### config.mk
export PLATFORM = sky130hd
export DESIGN_NAME = shift_sched_flat
export DESIGN_NICKNAME = d
export VERILOG_FILES = /design/src/rtl/shift_sched_pkg.sv /design/src/rtl/shift_sched_if.sv /design/src/rtl/shift_sched_shift8.sv /design/src/rtl/shift_sched.sv /design/src/flat_wrapper.sv
export SDC_FILE = /design/constraint.sdc
export NUM_CORES = 1
export LEC_CHECK = 0
export BUFFER_PORTS_ARGS = -buffer_cell sky130_fd_sc_hd__buf_4
export CORE_MARGIN = 3
export CORE_UTILIZATION = 44
export CTS_CLUSTER_DIAMETER = 40
export DETAILED_ROUTE_END_ITERATION = 10
export PLACE_DENSITY = 0.66
export SYNTH_ARGS = -nofsm -noshare
export SYNTH_HDL_FRONTEND = slang
export SYNTH_SLANG_ARGS = --single-unit
### constraint.sdc
create_clock -name clock -period 2.8 [get_ports clock]
set_clock_uncertainty 0.1 [all_clocks]
set_input_delay 0.14 -clock clock [delete_from_list [all_inputs] [get_ports clock]]
set_output_delay 0.14 -clock clock [all_outputs]
set_load 0.05 [all_outputs]
### src/rtl/shift_sched_pkg.sv
// rtl/shift_sched_pkg.sv - Shared types and constants for the shift scheduler.
package shift_sched_pkg;

  localparam int WIDTH = 8;
  localparam int CNT_W = 3;

  typedef enum logic [1:0] {
    IDLE,
    SHIFT,
    DONE
  } state_t;

  // Bit driven at shift position idx; words go out MSB first.
  function automatic logic tx_bit(input logic [WIDTH-1:0] word, input logic [CNT_W-1:0] idx);
    return word[CNT_W'(WIDTH - 1) - idx];
  endfunction

endpackage

### src/rtl/shift_sched_if.sv
// rtl/shift_sched_if.sv - Requester-side handshake bundle: two req/data/gnt channels.
interface shift_sched_if;
  import shift_sched_pkg::*;

  logic             req0;
  logic             req1;
  logic [WIDTH-1:0] data0;
  logic [WIDTH-1:0] data1;
  logic             gnt0;
  logic             gnt1;

  modport master (output req0, req1, data0, data1, input gnt0, gnt1);
  modport slave  (input req0, req1, data0, data1, output gnt0, gnt1);

endinterface

### src/rtl/shift_sched_shift8.sv
// rtl/shift_sched_shift8.sv - Serial-in shift chain; si enters q0 and every stage moves up each edge.
module shift8
  import shift_sched_pkg::*;
(
  input  logic             clock,
  input  logic             reset,
  input  logic             si,
  output logic [WIDTH-1:0] q
);

  always_ff @(posedge clock or negedge reset) begin
    if (!reset) q <= '0;
    else        q <= {q[WIDTH-2:0], si};
  end

endmodule

### src/rtl/shift_sched.sv
// rtl/shift_sched.sv - Round-robin arbiter for two requesters that serialises the winner's
// word MSB first into an 8-stage shift chain and flags the completed parallel word.
module shift_sched
  import shift_sched_pkg::*;
(
  input  logic             clock,
  input  logic             reset,
  shift_sched_if.slave     bus,
  output logic             ser_out,
  output logic [WIDTH-1:0] par_out,
  output logic             valid,
  output logic             owner,
  output logic             busy
);

  state_t           state, state_nx;
  logic [CNT_W-1:0] cnt, cnt_nx;
  logic [WIDTH-1:0] data_q, data_nx;
  logic [WIDTH-1:0] chain_q, par_nx;
  logic             last_q, last_nx;
  logic             owner_nx, gnt0_nx, gnt1_nx, ser_nx, valid_nx, busy_nx, pick;

  shift8 u_chain (
    .clock (clock),
    .reset (reset),
    .si    (ser_out),
    .q     (chain_q)
  );

  always_comb begin
    state_nx = state;
    cnt_nx   = cnt;
    data_nx  = data_q;
    last_nx  = last_q;
    owner_nx = owner;
    par_nx   = par_out;
    gnt0_nx  = 1'b0;
    gnt1_nx  = 1'b0;
    ser_nx   = 1'b0;
    valid_nx = 1'b0;
    // On a tie the requester not served last wins; otherwise whoever is asking.
    pick     = (bus.req0 && bus.req1) ? ~last_q : bus.req1;
    case (state)
      IDLE: begin
        if (bus.req0 || bus.req1) begin
          state_nx = SHIFT;
          cnt_nx   = '0;
          owner_nx = pick;
          data_nx  = pick ? bus.data1 : bus.data0;
          gnt0_nx  = ~pick;
          gnt1_nx  = pick;
          ser_nx   = tx_bit(data_nx, '0);
        end
      end
      SHIFT: begin
        // The chain runs freely; par_out mirrors its next value only while shifting.
        par_nx = (chain_q << 1) | WIDTH'(ser_out);
        if (cnt == CNT_W'(WIDTH - 1)) begin
          state_nx = DONE;
          valid_nx = 1'b1;
        end else begin
          cnt_nx = cnt + 1'b1;
          ser_nx = tx_bit(data_q, cnt + 1'b1);
        end
      end
      DONE: begin
        state_nx = IDLE;
        last_nx  = owner;
      end
      default: state_nx = IDLE;
    endcase
    busy_nx = (state_nx != IDLE);
  end

  always_ff @(posedge clock or negedge reset) begin
    if (!reset) begin
      state    <= IDLE;
      cnt      <= '0;
      data_q   <= '0;
      last_q   <= 1'b1;
      owner    <= 1'b0;
      par_out  <= '0;
      bus.gnt0 <= 1'b0;
      bus.gnt1 <= 1'b0;
      ser_out  <= 1'b0;
      valid    <= 1'b0;
      busy     <= 1'b0;
    end else begin
      state    <= state_nx;
      cnt      <= cnt_nx;
      data_q   <= data_nx;
      last_q   <= last_nx;
      owner    <= owner_nx;
      par_out  <= par_nx;
      bus.gnt0 <= gnt0_nx;
      bus.gnt1 <= gnt1_nx;
      ser_out  <= ser_nx;
      valid    <= valid_nx;
      busy     <= busy_nx;
    end
  end

endmodule

### src/flat_wrapper.sv
// flat-port wrapper written by rule: the top's interface ports become plain ports
module shift_sched_flat import shift_sched_pkg::*;
  (clock, reset, ser_out, par_out, valid, owner, busy, bus_req0, bus_req1, bus_data0, bus_data1, bus_gnt0, bus_gnt1);
  shift_sched_if bus_i ();
  input  logic clock;
  input  logic reset;
  output logic ser_out;
  output logic [WIDTH-1:0] par_out;
  output logic valid;
  output logic owner;
  output logic busy;
  input wire logic [$bits(bus_i.req0)-1:0] bus_req0;
  input wire logic [$bits(bus_i.req1)-1:0] bus_req1;
  input wire logic [$bits(bus_i.data0)-1:0] bus_data0;
  input wire logic [$bits(bus_i.data1)-1:0] bus_data1;
  output wire logic [$bits(bus_i.gnt0)-1:0] bus_gnt0;
  output wire logic [$bits(bus_i.gnt1)-1:0] bus_gnt1;
  assign bus_i.req0 = bus_req0;
  assign bus_i.req1 = bus_req1;
  assign bus_i.data0 = bus_data0;
  assign bus_i.data1 = bus_data1;
  assign bus_gnt0 = bus_i.gnt0;
  assign bus_gnt1 = bus_i.gnt1;
  shift_sched u_core (.clock(clock), .reset(reset), .bus(bus_i), .ser_out(ser_out), .par_out(par_out), .valid(valid), .owner(owner), .busy(busy));
endmodule
* Word-level counts from Yosys, hierarchy flattened
Cells that the tools add are included.
** Storage, ports and cells
- Input bits :: 20
- Output and inout bits :: 14
- Register bits after elaboration :: 35
- Logic and storage cells :: 49
** Operators by class
- Reduce and logical (&&, ||, !) cells :: 7
- Equal/unequal tests :: 5
- Add/sub/neg operators :: 2
- Muxes and demuxes :: 19
- Magnitude comparators :: 1
- Bitwise logic cells :: 3
** Operator list (count)
- 1-bit 2-to-1 mux :: 10
- 8-bit 2-to-1 mux :: 1
- 8-bit by 1-bit bitwise OR with 8-bit output :: 1
- 3-bit 2-to-1 mux :: 2
- 3-bit case mux with 2 select lines :: 1
- 3-bit by 4-bit < comparator with 1-bit output (second input constant) :: 1
- 2-bit 2-to-1 mux :: 2
- 2-bit case mux with 2 select lines :: 1
- 2-bit nonzero test :: 2
- 3-bit by 1-bit adder with 3-bit output (second input constant) :: 1
- 1-bit binary-select mux with 3-bit select :: 1
- 3-bit == test (second input constant) :: 1
- 3-bit AND reduction :: 1
- 3-bit subtractor (first input constant) :: 1
- 2-bit by 1-bit == test with 1-bit output (second input constant) :: 1
- 2-bit == test (second input constant) :: 1
- 2-bit logical NOT :: 1
- 2-bit by 1-bit inequality test with 1-bit output (second input constant) :: 1
- 2-bit inequality test (second input constant) :: 1
- 1-bit NOT :: 2
- 1-bit case mux with 2 select lines :: 1
- 2-bit AND reduction :: 1
- 1-bit logical AND :: 1
- 1-bit logical OR :: 1

* Longest topological paths before layout
Gate-level depths: netlist (run 1).
- Depth in word-level cells :: 6
- Mapped depth :: 5
- Mapped depth without buffers :: 5

* Modules after synthesis
Synthesis (run 1) repeated with hierarchy kept, for this count alone.
** Second synthesis, totals
- Cells, all modules :: 114
- Area, all modules :: 1442.6 µm²
** Modules (own cells, without submodules)
- shift_sched :: sequential area each 701.9 µm², instances 1, area each 1242.4 µm², cells each 106
- shift8 :: sequential area each 200.2 µm², instances 1, area each 200.2 µm², cells each 8

* Worst setup path after synthesis (run 1)
No wires, ideal clock.
- Path kind :: register to register
- Start :: register u_core.cnt[0]
- End :: register u_core.cnt[0]
- Slack :: 1.238 ns
- Path buffers :: 0
- Arrival :: 1.337 ns
- Clock period less this slack :: 1.562 ns
- Data required time :: 2.575 ns
- Stages on the path, launching flop included :: 6
- Library setup time :: 0.125 ns
- Path through :: dfrtp_1 -> ha_1 -> ha_1 -> nor2_8 -> nor2_2 -> mux2_2
** On the way
- Cells in the longest elaborated chain, start to end :: 3
- Elaborated cells on any way between the ends :: 6
- Classes of those cells :: add/sub: 1; eq/ne: 2; mux: 2; reduce/logical: 1
** Ends and longest elaborated chain
- from (decl) :: line shift_sched.sv:17 : logic [CNT_W-1:0] cnt, cnt_nx;
- from (signal assigned) :: line shift_sched.sv:90 : cnt <= cnt_nx;
- 3-bit by 1-bit adder with 3-bit output or 3-bit == test (tied branches) :: line shift_sched.sv:62, shift_sched.sv:58
- 3-bit 2-to-1 mux or 2-bit inequality test (tied branches)
- 3-bit case mux with 2 select lines or 3-bit AND reduction (tied branches)
Parallel ways exist; a longest one is shown, timed or not. The select of a mux whose other input is x is not followed.
A chain may end at the register's enable or synchronous reset.

* Worst setup path in the final report (run 1)
- Start :: register u_core.state[0]
- End :: register u_core.data_q[2]
** On the way
- Cells in the longest elaborated chain, start to end :: 2
** Ends and longest elaborated chain
- from (decl) :: line shift_sched.sv:16 : state_t state, state_nx;
- from (signal assigned) :: line shift_sched.sv:89 : state <= state_nx;
- 2-bit logical NOT :: line shift_sched.sv:43 : case (state)
- 2-bit AND reduction (no source line)
- to (signal assigned) :: line shift_sched.sv:91 : data_q <= data_nx;
- to (decl) :: line shift_sched.sv:18 : logic [WIDTH-1:0] data_q, data_nx;
No other way between the ends.

==> results of run 1 <==
[flip-flops by register name, summed over array words and instances (netlist names)]
signal / cells
u_core.u_chain.q: 7
u_core.data_q: 8
u_core.par_out: 8
u_core.cnt: 3
u_core.bus.gnt0: 1
u_core.valid: 1
u_core.state: 2
u_core.bus.gnt1: 1
u_core.busy: 1
u_core.ser_out: 1
u_core.owner: 1
u_core.last_q: 1
[report_power, final]
| part | total, mW | switching (mW) | internal (mW) |
|---|---|---|---|
| Sequential | 0.885 | 0.139 | 0.746 |
| Combinational | 1.12 | 0.658 | 0.457 |
| Clock | 0.310 | 0.162 | 0.148 |
[metal layers]
layer,part of all wire [%],vias to the layer above,GRT usage [%]
met5,0,-,0
met1,42,494,17.4
met4,2.3,0,8.29
li1,-,518,-
met3,5.2,7,4.68
met2,51,27,26.7
[timing repair]
action,4_1_cts,5_1_grt
hold buffers,15,0
hold endpoints to repair,44,0
gates resized for setup,0,0
[worst max-delay path: cells and delay by family (launching register included)]
kind	cells	cell delay, ns
flip-flops	1	0.42
buffers and inverters	1	0.57
AO/OA/AOI/OAI	2	0.47
AND/OR/NAND/NOR	2	0.28
[cells by family (layout without fill, tap and decap cells)]
kind of cell | after synthesis | after routing | share of synthesized area [%]
mux | 5 | 5 | 4.68
simple gates | 62 | 62 | 19.8
buf+inv | 4 | 57 | 1.62
flops | 35 | 35 | 63.0
compound gates | 15 | 15 | 9.08
fa+ha+maj | 2 | 2 | 1.80
[placed cells by master (no fill, tap or decap), drive strengths merged, types with 2 or more instances in the layout]
master	count
buf	33
clkbuf	8
a31oi	7
mux2	2
dfrtp	34
nor2	10
nand2b	2
ha	2
mux2i	2
dlygate4sd3	15
a22o	2
and2	2
and3	2
nand2	42
[stage by stage]
step                      util [%]  total power [mW]  hold WS (ns)  cells
after floorplan                  -              1.67        -0.256    123
after global placement        58.2              1.91       0.00938    195
after detailed placement      58.2              1.94        0.0154    195
after CTS                     65.8              2.33        0.0435    218
after global routing          65.8              2.48        0.0613    218
final                         65.8              2.31        0.0490    218
[worst max path at each step]
stage,startpoint,to
after CTS,u_core.state[0]$_DFF_PN0_,u_core.data_q[3]$_DFFE_PN0P_
after floorplan,u_core.cnt[0]$_DFFE_PN0P_,u_core.cnt[0]$_DFFE_PN0P_
final,u_core.state[0]$_DFF_PN0_,u_core.data_q[2]$_DFFE_PN0P_
after global routing,u_core.state[0]$_DFF_PN0_,u_core.data_q[4]$_DFFE_PN0P_
after global placement,u_core.cnt[0]$_DFFE_PN0P_,u_core.cnt[0]$_DFFE_PN0P_
after detailed placement,u_core.cnt[0]$_DFFE_PN0P_,u_core.cnt[0]$_DFFE_PN0P_
[cell type report]
class,count,share of cell area [%]
clock buffer,8,3.64
inverter,1,0.198
multi-input combinational,84,26.0
sequential,35,46.4
tap,42,2.78
timing repair buffer,48,21.0
==> impl_metrics.json, run 1 <==
{
  "ys_top_cells_by_area": "dfrtp_1 61%, nand2_1 11%, a31oi_1 3.1%",
  "tightest_slew_ns": 0.617,
  "arrival_ns": 2.07,
  "multi_input_area_um2": 492,
  "cpPeakStageDelay_ns": 0.57,
  "slew-limit-headroom_pct": 58.8,
  "path_max_fanout": 14,
  "power.density_nw_per_um2": 1220,
  "worstRegToRegCells": 5,
  "min_path_type": "input pin to flop",
  "start_util_pct": 48.4,
  "wl_per_cell_um": 12.3,
  "synth_area_um2": 1390,
  "worst_r2r_startpoint": "u_core.state[0]$_DFF_PN0_",
  "hold_violations": 0,
  "num-fill-cells": 238,
  "rsz0062_at_grt": "false",
  "dieArea_um2": 3870,
  "path_cells": "nor2_1, o21a_2, nor2_1, a31oi_1, dlygate4sd3_1",
  "viasPerCell": 4.80,
  "row_count": 19,
  "final_nets": 197,
  "status": "completed",
  "place_area_um2": 1670,
  "grt_antenna_before_repair": 0,
  "synth_top_area_cell": "dfrtp_1",
  "cts_setup_buffers": 0,
  "diodes": 0,
  "cp.required_ns": 2.99,
  "grt_max_degree": 36,
  "root_buffer": "clkbuf_4",
  "syn-num-nets": 145,
  "fin_crit_sh_pct": 67.3,
  "ys_ff_latch": 35,
  "syn_area_per_cell_um2": 11.3,
  "die_y_um": 62.2,
  "end_kind": "flop",
  "h-tree-depth": 2,
  "worst_slack_ns": 0.917,
  "r2r_end": "u_core.data_q[2]$_DFFE_PN0P_",
  "io_pins": 34,
  "hold_depth": 4,
  "clock_latency_ns": 0.34,
  "ff2ff_setup_slack_ns": 0.92,
  "postLayoutCellArea_um2": 1890,
  "cts_sinks": 35,
  "grt_pass1_vias": 1070,
  "syn_inst": 123,
  "setup_viol": 0,
  "yosysUniqueCellTypes": 28,
  "ys.flop_type": "dfrtp_1",
  "drc": 0,
  "path_common_cell": "nor2_1",
  "drive_above_1_share_pct": 27.8,
  "crit_type": "flop to flop",
  "fin_crit_ns": 1.88,
  "numCtsBuffers": 5,
  "slew_violations": 0,
  "cts_tree": "done",
  "dr.pass1.iters": 3,
  "grtUsageTotal_pct": 15.6,
  "cts.clk_slew.worst_paths_ns": 0.10,
  "critPathSlowestCell": "dlygate4sd3_1",
  "critical_path.startpoint_type": "flop",
  "die_x_um": 62.2,
  "dp_hpwl_um": 1830,
  "detailedPlace.worstSlack_ns": 1.14,
  "setup_tns_ns": 0,
  "area_growth_pct": 36.0,
  "grt_overflow": 0,
  "ant_nets": 0,
  "min-delay-start": "bus_data1[7]",
  "wl_um": 2690,
  "seq_area_um2": 877,
  "vias": 1046,
  "drv.max_cap_violation_count": 0,
  "timing.fmax_mhz": 531,
  "yosys_warnings": 0,
  "synth_top_area_share_pct": 61.2,
  "place_congestion": 0.690,
  "leakagePower_nw": 0.935,
  "core-area_um2": 2880,
  "grt_pass1_wl_um": 4660,
  "async_flop_share_pct": 100,
  "synth-seq-area-share_pct": 63.0,
  "io_buffers": 33,
  "synth_common_cells": "42 x nand2_1, 34 x dfrtp_1, 8 x nor2_1, 7 x a31oi_1",
  "irDropWorstVdd_uv": 590,
  "synth-edff-count": 0,
  "hold_end": "u_core.data_q[7]$_DFFE_PN0P_",
  "cts_buffer_depth": 2,
  "drtIter0Drc": 24,
  "synth.most_common_cell": "nand2_1"
}
Power figures use the tool's default switching activity.
==> run 2: changes to the inputs <==
PLACE_DENSITY = 0.68   (was 0.66)
clock period = 1.5 ns   (was 2.8 ns; I/O delays follow)
==> run 2 against run 1 <==
  * Final area increased by 8.9%
  * Maximum frequency is 27% higher
  * Sequential share of layout area decreased by 3.7 points
  * Clock power grew to 2.7 times the previous value
  * Worst hold slack got worse by 0.035 ns
  * Critical path depth down 1
  * Largest cell class unchanged
==> impl_metrics.json, run 2 (synthesized netlist as in run 1, its figures left out) <==
{
  "final_nets": 207,
  "final_common_cell": "nand2_1",
  "wl_um": 3170,
  "io_buffers": 33,
  "numCtsBuffers": 5,
  "final_cell_mix": "42 x nand2_1, 39 x buf_4, 33 x dfrtp_1, 18 x dlygate4sd3_1",
  "path_delay_family": "flip-flops",
  "root_buffer": "clkbuf_4",
  "arrival_ns": 1.60,
  "place_congestion": 0.760,
  "reg.largest.list": "u_core.data_q (8), u_core.par_out (8), u_core.u_chain.q (7)",
  "cts_buffer_depth": 2,
  "final_core_util_pct": 71.6,
  "postLayoutCellArea_um2": 2060,
  "power.density_nw_per_um2": 2330,
  "cp.required_ns": 1.62,
  "num-fill-cells": 224,
  "core-area_um2": 2880,
  "path_cells": "ha_4, mux4_2, o2111ai_2, nand2_1",
  "timing.fmax_mhz": 677,
  "hold_violations": 0,
  "crit_start": "u_core.cnt[0]$_DFFE_PN0P_",
  "drv.max_cap_violation_count": 0,
  "grt_antenna_before_repair": 0,
  "min-delay-start": "bus_data1[7]",
  "grt_pass1_vias": 1200,
  "cp.depth": 4,
  "io_pins": 34,
  "cts_sinks": 35,
  "crit_type": "flop to flop",
  "irDropWorstVdd_uv": 1010,
  "clock_latency_ns": 0.34,
  "critical_path.startpoint_type": "flop",
  "fin_crit_sh_pct": 98.5,
  "die_y_um": 62.2,
  "grt_overflow": 0,
  "drtIter0Drc": 43,
  "vias": 1115,
  "place_area_um2": 1740,
  "grt_max_degree": 36,
  "slew-limit-headroom_pct": 71.5,
  "h-tree-depth": 2,
  "dr.pass1.iters": 2,
  "setup_viol": 0,
  "area_growth_pct": 48.0,
  "hold_depth": 4,
  "wl_per_cell_um": 13.9,
  "ant_nets": 0,
  "path_max_fanout": 3,
  "leakagePower_nw": 1.00,
  "min_path_type": "input pin to flop",
  "grt_pass1_wl_um": 5480,
  "diodes": 0,
  "cts.clk_slew.worst_paths_ns": 0.11,
  "cpPeakStageDelay_ns": 0.46,
  "drive_above_1_share_pct": 33.3,
  "start_util_pct": 48.4,
  "rsz0062_at_grt": "true",
  "dp_hpwl_um": 2050,
  "critPathSlowestCell": "dfrtp_2",
  "end_kind": "flop",
  "timing.hold.ws_ns": 0.0135,
  "status": "completed",
  "worstRegToRegCells": 4,
  "grtUsageTotal_pct": 18.8,
  "fin_crit_ns": 1.48,
  "drc": 0,
  "cts_tree": "done",
  "critPathBufInv": 0,
  "tightest_slew_ns": 0.427,
  "viasPerCell": 4.89,
  "worst_r2r_startpoint": "u_core.cnt[0]$_DFFE_PN0P_",
  "dieArea_um2": 3870,
  "row_count": 19,
  "die_x_um": 62.2,
  "slew_violations": 0
}
-- run 2: where the power goes --
group	internal (mW)	leakage, nW	switching [mW]
clock network	0.518	0.0514	0.325
logic	0.962	0.532	1.33
registers	1.39	0.417	0.264
-- run 2: path summary, 6_finish.rpt --
| kind | end | slack [ns] |
|---|---|---|
| min | u_core.data_q[7]$_DFFE_PN0P_ | 0.01 |
| max | u_core.ser_out$_DFF_PN0_ | 0.02 |
| max in group asynchronous | u_core.cnt[0]$_DFFE_PN0P_ | 0.85 |
| min in group asynchronous | u_core.state[1]$_DFF_PN0_ | 0.11 |
| max reg2reg | u_core.ser_out$_DFF_PN0_ | 0.02 |
| min reg2reg | u_core.u_chain.q[1]$_DFF_PN0_ | 0.29 |
-- run 2: worst reg2reg max path, stage by stage (launching register included) --
cell and delay, ns:
dfrtp_2 0.46, ha_4 0.28, mux4_2 0.30, o2111ai_2 0.17, nand2_1 0.07
-- run 2: cell type report --
class	count	area [um2]	share of cell area [%]
flip-flops and latches	35	878	42.6
repair buffers	58	493	23.9
multi-input cells	84	527	25.6
inverters	1	3.75	0.182
clock buffers	5	37.5	1.82
well taps	42	52.6	2.55
clock inverters	3	67.6	3.28
-- run 2: stage by stage --
stage / instances / power [mW] / worst slack [ns] / TNS (ns)
4_1_cts: 227 / 4.75 / 0.0185 / 0
2_1_floorplan: 123 / 3.15 / 0.0103 / 0
3_5_place_dp: 200 / 3.83 / -0.00419 / -0.00534
6_report: 228 / 4.79 / 0.0223 / 0
3_3_place_gp: 200 / 3.73 / 0.0447 / 0
5_1_grt: 228 / 5.12 / -0.0344 / -0.0450
-- run 2: what timing repair did --
| action | 4_1_cts | 5_1_grt |
|---|---|---|
| endpoints found under the setup margin | 2 | 13 |
| pin swaps | 2 | 2 |
| setup buffers | 1 | 1 |
| cloned | 0 | 0 |
| endpoints found under the hold margin | 45 | 0 |
| hold buffers | 18 | 0 |
| resized for setup | 1 | 4 |
-- run 2: routing by layer --
metal	global-route usage, %	wire length [um]
met1	19.7	1190
met2	35.1	1810
met3	6.49	138
met4	5.80	25
met5	0	0
